`src/rtl/fp_mult_pipe_pkg.sv`:
```
// ============================================================================
// Module  : fp_mult_pipe_pkg
// Purpose : Shared definitions for the pipelined fixed-point multiplier.
//           It holds the default operand format (width/frac macros), the
//           product-width helpers and the round-half-up constant function.
// Ports   : none (package)
// Config  : none
// Revision: 1.0 - initial release
// ============================================================================
`default_nettype none

`ifndef FP_WIDTH
`define FP_WIDTH 16
`endif

`ifndef FP_FRAC
`define FP_FRAC 8
`endif

package fp_mult_pipe_pkg;

    localparam int c_fp_width   = `FP_WIDTH;
    localparam int c_fp_frac    = `FP_FRAC;
    localparam int c_prod_width = 2 * c_fp_width;

    // Full-precision product width for a given operand width.
    function automatic int prod_width(input int width);
        return 2 * width;
    endfunction

    // Value added before the right shift so that truncation rounds half up.
    function automatic logic [63:0] round_const(input int frac);
        return 64'd1 << (frac - 1);
    endfunction

endpackage

`default_nettype wire

```
`src/rtl/fp_round_sat.sv`:
```
// ============================================================================
// Module  : fp_round_sat
// Purpose : Combinational per-lane rounding and range check. Takes the full
//           signed product, rounds half up to FP_FRAC fractional bits and
//           reports whether the result fits in signed FP_WIDTH.
// Ports   : prod [2*FP_WIDTH] in  - full-precision signed product
//           res  [FP_WIDTH]   out - rounded result (wrapped or clamped)
//           ovf               out - result did not fit in FP_WIDTH
// Config  : FP_MULT_SAT_EN - clamp to the most positive/negative value on
//           overflow; when undefined the low FP_WIDTH bits are passed through.
// Revision: 1.0 - initial release
// ============================================================================
`default_nettype none

module fp_round_sat
    import fp_mult_pipe_pkg::*;
#(
    parameter int FP_WIDTH = c_fp_width,
    parameter int FP_FRAC  = c_fp_frac
) (
    input  logic [2*FP_WIDTH-1:0] prod,
    output logic [FP_WIDTH-1:0]   res,
    output logic                  ovf
);

    localparam int              c_pw  = prod_width(FP_WIDTH);
    localparam logic [c_pw:0]   c_rnd = (c_pw + 1)'(round_const(FP_FRAC));

    // One guard bit above the product so the rounding add can never wrap.
    logic signed [c_pw:0]            w_sum;
    logic signed [c_pw:0]            w_shift;
    logic        [c_pw-FP_WIDTH+1:0] w_upper;
    logic                            w_fits;

    assign w_sum   = $signed({prod[c_pw-1], prod}) + $signed(c_rnd);
    assign w_shift = w_sum >>> FP_FRAC;

    // The value fits when every bit from the result sign bit upward is a copy
    // of that sign bit.
    assign w_upper = w_shift[c_pw:FP_WIDTH-1];
    assign w_fits  = (&w_upper) | ~(|w_upper);
    assign ovf     = ~w_fits;

`ifdef FP_MULT_SAT_EN
    assign res = w_fits      ? w_shift[FP_WIDTH-1:0] :
                 w_shift[c_pw] ? {1'b1, {(FP_WIDTH-1){1'b0}}} :
                                 {1'b0, {(FP_WIDTH-1){1'b1}}};
`else
    assign res = w_shift[FP_WIDTH-1:0];
`endif

endmodule

`default_nettype wire

```
`src/rtl/fp_mult_pipe.sv`:
```
// ============================================================================
// Module  : fp_mult_pipe
// Purpose : Two-stage pipelined multi-lane signed fixed-point multiplier with
//           valid/ready handshaking. S1 registers the full product of every
//           lane, S2 registers the rounded, range-checked result.
// Ports   : clk                   in  - rising-edge clock
//           rst                   in  - asynchronous active-high reset
//           in_valid / in_ready   in/out - operand beat handshake
//           a, b [LANES*FP_WIDTH] in  - packed operands, lane i at
//                                       [i*FP_WIDTH +: FP_WIDTH]
//           out_valid / out_ready out/in - result beat handshake
//           out [LANES*FP_WIDTH]  out - packed rounded products
//           out_ovf [LANES]       out - per-lane overflow of the result beat
// Config  : FP_MULT_SAT_EN - saturate overflowing lanes (see fp_round_sat);
//           latency and handshake are the same in both builds.
// Revision: 1.0 - initial release
// ============================================================================
`default_nettype none

module fp_mult_pipe
    import fp_mult_pipe_pkg::*;
#(
    parameter int FP_WIDTH = c_fp_width,
    parameter int FP_FRAC  = c_fp_frac,
    parameter int LANES    = 3
) (
    input  logic                      clk,
    input  logic                      rst,
    input  logic                      in_valid,
    output logic                      in_ready,
    input  logic [LANES*FP_WIDTH-1:0] a,
    input  logic [LANES*FP_WIDTH-1:0] b,
    output logic                      out_valid,
    input  logic                      out_ready,
    output logic [LANES*FP_WIDTH-1:0] out,
    output logic [LANES-1:0]          out_ovf
);

    localparam int c_pw = prod_width(FP_WIDTH);

    logic                      r_s1_valid;
    logic [LANES*c_pw-1:0]     r_s1_prod;
    logic                      r_s2_valid;
    logic [LANES*FP_WIDTH-1:0] r_out;
    logic [LANES-1:0]          r_ovf;

    logic [LANES*c_pw-1:0]     w_prod;
    logic [LANES*FP_WIDTH-1:0] w_res;
    logic [LANES-1:0]          w_ovf;
    logic                      w_s1_load;
    logic                      w_s2_load;

    // Each stage refills when it is empty or its content moves on in the same
    // cycle. in_ready therefore depends on out_ready but never on in_valid.
    assign w_s2_load = ~r_s2_valid | out_ready;
    assign w_s1_load = ~r_s1_valid | w_s2_load;
    assign in_ready  = w_s1_load;

    generate
        for (genvar i = 0; i < LANES; i++) begin : g_lane
            logic signed [c_pw-1:0] w_a;
            logic signed [c_pw-1:0] w_b;

            // Sign-extend before multiplying; the exact product of two
            // FP_WIDTH-bit values always fits in the low c_pw bits.
            assign w_a = c_pw'($signed(a[i*FP_WIDTH +: FP_WIDTH]));
            assign w_b = c_pw'($signed(b[i*FP_WIDTH +: FP_WIDTH]));
            assign w_prod[i*c_pw +: c_pw] = w_a * w_b;

            fp_round_sat #(
                .FP_WIDTH (FP_WIDTH),
                .FP_FRAC  (FP_FRAC)
            ) u_round (
                .prod (r_s1_prod[i*c_pw +: c_pw]),
                .res  (w_res[i*FP_WIDTH +: FP_WIDTH]),
                .ovf  (w_ovf[i])
            );
        end
    endgenerate

    always_ff @(posedge clk or posedge rst) begin
        if (rst) begin
            r_s1_valid <= 1'b0;
            r_s1_prod  <= '0;
            r_s2_valid <= 1'b0;
            r_out      <= '0;
            r_ovf      <= '0;
        end else begin
            if (w_s1_load) begin
                r_s1_valid <= in_valid;
                if (in_valid) begin
                    r_s1_prod <= w_prod;
                end
            end
            // Data only changes when a new beat arrives, so a held result
            // stays stable and a drained stage keeps its last value.
            if (w_s2_load) begin
                r_s2_valid <= r_s1_valid;
                if (r_s1_valid) begin
                    r_out <= w_res;
                    r_ovf <= w_ovf;
                end
            end
        end
    end

    assign out_valid = r_s2_valid;
    assign out       = r_out;
    assign out_ovf   = r_ovf;

endmodule

`default_nettype wire

```
`config.mk`:
```
export PLATFORM = sky130hd
export DESIGN_NAME = fp_mult_pipe
export DESIGN_NICKNAME = d
export VERILOG_FILES = /design/src/rtl/fp_mult_pipe_pkg.sv /design/src/rtl/fp_round_sat.sv /design/src/rtl/fp_mult_pipe.sv
export SDC_FILE = /design/constraint.sdc
export NUM_CORES = 2
export LEC_CHECK = 0
export ABC_AREA = 1
export BUFFER_PORTS_ARGS = -buffer_cell sky130_fd_sc_hd__clkbuf_2
export CAP_MARGIN = 20
export CELL_PAD_IN_SITES_DETAIL_PLACEMENT = 0
export CELL_PAD_IN_SITES_GLOBAL_PLACEMENT = 1
export CORE_UTILIZATION = 44
export CTS_CLUSTER_DIAMETER = 30
export DETAILED_ROUTE_END_ITERATION = 10
export PLACE_DENSITY = 0.82
export SLEW_MARGIN = 20
export SYNTH_ARGS = -nofsm -noshare
export SYNTH_HDL_FRONTEND = slang
export SYNTH_SLANG_ARGS = --single-unit
export TNS_END_PERCENT = 10
```
`constraint.sdc`:
```
create_clock -name clk -period 3.58 [get_ports clk]
set_input_delay 0.358 -clock clk [delete_from_list [all_inputs] [get_ports clk]]
set_output_delay 0.358 -clock clk [all_outputs]
set_load 0.05 [all_outputs]
```
==> impl_metrics.csv <==
group,metric,value,unit
finish,final_area,47700,um^2
timing,final.period_utilization,141,%
floorplan,fp.coreArea,86600,um^2
timing,max_freq,198,MHz
timing,rsz0062_at_grt,"true",
logic_synthesis,synthAdderAreaFrac,48.6,%
cts,cts_root_buf,"clkbuf_16",
floorplan,dieArea,88500,um^2
setup_path,crit_slowest_cell,"fa_1",
finish,utilization,55.1,%
logic_synthesis,syn-cell-area,38400,um^2
logic_synthesis,ys.flop_type,"dfrtp_1",
logic_synthesis,async_flop_share,100,%
grt,grt_use_total,24.7,%
routing,ant_nets,0,
setup_path,path_cells,"clkbuf_2, clkinvlp_4, buf_4, buf_4, nor2_2, fa_1, fa_1, fa_1, fa_1, fa_1, inv_1, fa_1, inv_1, ha_4, nand2_1, nor2_1, inv_1, o21bai_2, inv_1, nand3_1, nand2_1, nand3_1, o21ai_0",
floorplan,placementRows,108,
grt,grt_pass1_vias,35123,
cts,clk_pin_slew,70,ps
logic_synthesis,syn_nets,6310,
routing,vias_per_cell,4.75,
cts,clk_path_buf_depth,2,
finish,final_cell_mix,"inv_1, nand2_1, fa_1",
grt,grt_max_degree,91,
floorplan,num_io_pins,153,
setup_path,reg2regPathDepth,11,
cts,tritoncts,"done",
status,failed_checks,"DRC, setup timing",
place,dpl_cell_area,44800,um^2
logic_synthesis,synth_area_per_cell,7.41,um^2
routing,routed_wl,104,mm
setup_path,critPathArrivalTime,5360,ps
place,hpwl,90.7,mm
routing,wl_per_cell,15.1,um
finish,n_fill_cell,8199,
timing,whs,57.1,ps
grt,grt-ovfl-total,0,
cts,clkSinkCount,128,
grt,antenna_found_initial,0,
logic_synthesis,synth_seq_cells,128,
logic_synthesis,synth_compound_area_share,4.06,%
setup_path,r2r_start,"r_s1_prod[71]",
logic_synthesis,synth-simple-area-share,21.3,%
finish,drive_above_1_share,21.1,%
hold_path,hold_path.class,"input port to async pin",
setup_path,crit_path_frequent_cell,"fa_1",
timing,slew_viol_final,0,
setup_path,reg2reg_slack,1130,ps
finish,n_antenna_cell,0,
floorplan,start_util,44.4,%
run,max_cap_viol_count,0,
timing,hold_violations,0,
setup_path,cp-end-kind,"register",
setup_path,critPathMaxFanout,7,
cts,h-tree-depth,4,
logic_synthesis,yosysWarnings,0,
setup_path,critPathTopFamily,"adder cells",
logic_synthesis,synth-edff-count,0,
routing,drc,1,
routing,firstDrtPassIters,9,
setup_path,cp_num_buf_inv,8,
logic_synthesis,yosysSeqAreaShare,8.34,%
setup_path,reg2reg_to,"out_ovf[2]",
timing,setup_viol,75,
finish,final_common_cell,"inv_1",
logic_synthesis,postSynthCellCount,5187,
logic_synthesis,synth_mux_area_share,0,%
timing,min_period,5050,ps
floorplan,die_x,298,um
cts,numCtsBuffers,17,
place,place_congestion,0.912,
finish,area_growth,24.2,%
setup_path,slowest_delay,530,ps
place,numPortBuffers,152,
timing,finalClockSkew,10.6,ps
setup_path,cp.required,3890,ps
floorplan,die_h,298,um
routing,first_iter_violations,1559,
setup_path,crit_type,"input port to register",
timing,worst_slew_pin_slew,863,ps
routing,dr_total_vias,32842,
cts,clkLatencyLatePin,440,ps
timing,final.setup.worst_slack,-1470,ps
grt,grt_pass1_wl,177,mm
timing,tns,-90250,ps
logic_synthesis,synth_top_family_by_area,"adder cells",
status,status,"finished, violations left",
finish,final_nets,6862,
timing,maxSlewHeadroom,42.5,%
setup_path,critPathLaunchType,"input port",
logic_synthesis,synth_xor_area_share,1.57,%
logic_synthesis,ys_types,45,
[worst max-delay path by stage]
stage,to,depth (start not counted),startpoint
after floorplan,r_s1_prod[55],25,b[18]
after global placement,r_s1_prod[94],22,a[47]
after detailed placement,r_s1_prod[27],17,a[15]
after CTS,r_s1_prod[92],24,a[38]
after global routing,r_s1_prod[63],22,a[31]
final,r_s1_prod[53],23,b[31]
[Yosys cell counts, drive strengths merged, types with 2 or more instances]
cell	count	share of area [%]
ha	240	7.8
and2	4	0.065
clkinv	2	0.020
xnor2	27	0.62
nor3	25	0.37
nand2	1439	14
clkbuf	191	1.9
a21o	8	0.16
o21a	9	0.18
o22ai	2	0.033
inv	1444	14
and3	3	0.049
dfrtp	128	8.3
nand4	32	0.52
o21ai	131	1.7
o21bai	15	0.30
nand3	196	2.6
a21oi	95	1.2
nor2	300	3.0
or2	17	0.28
xor2	42	0.96
fa	783	41
buf	7	0.081
nand3b	13	0.25
a31oi	22	0.36
nor4	6	0.11
o31ai	2	0.039
[kinds of logic (layout without fill, tap and decap cells)]
kind of cell,Yosys count,in the layout
compound gates,286,286
flops,128,128
simple gates,2037,2037
fa+ha+maj,1023,1023
buf+inv,1644,2209
xor+xnor,69,69
[what timing repair did]
action / CTS / global route
pin swaps: 82 / 128
cloned: 1 / 0
setup buffers: 23 / 30
hold buffers: 0 / 0
gates resized for setup: 289 / 243
setup endpoints to repair: 75 / 75
[sequential cells by signal (all words and copies together) (netlist names)]
name,flops
out,48
r_s1_prod,75
out_valid,1
out_ovf,3
r_s1_valid,1
[metal layers]
metal | share of wire [%] | up-vias | wire length, um | GRT usage (%)
met4 | 2.1 | 0 | 2160 | 5.35
li1 | - | 15994 | - | -
met2 | 52 | 562 | 53800 | 45.0
met5 | 0 | - | 0 | 0
met1 | 44 | 16152 | 45400 | 32.0
met3 | 2.8 | 134 | 2910 | 1.63
[metrics by stage]
stage / std cells / setup slack, ps
CTS: 6877 / -1470
global route: 6907 / -1660
floorplan: 5187 / -1630
finish: 6907 / -1470
detailed placement: 6821 / -2140
global placement: 6821 / -2160
[final cells by class]
type	count	area [um^2]	area share (%)
tap	1155	1450	3.03
multi-input combinational	3415	31200	65.4
clock buffer	18	429	0.899
sequential	128	3200	6.71
timing repair buffer	730	5870	12.3
timing repair inverter	1	5.00	0.0105
clock inverter	14	123	0.257
inverter	1446	5440	11.4
Power is left out: the tool's default activity adds up to more than one toggle a clock period on the data nets, which glitch-free logic cannot reach.
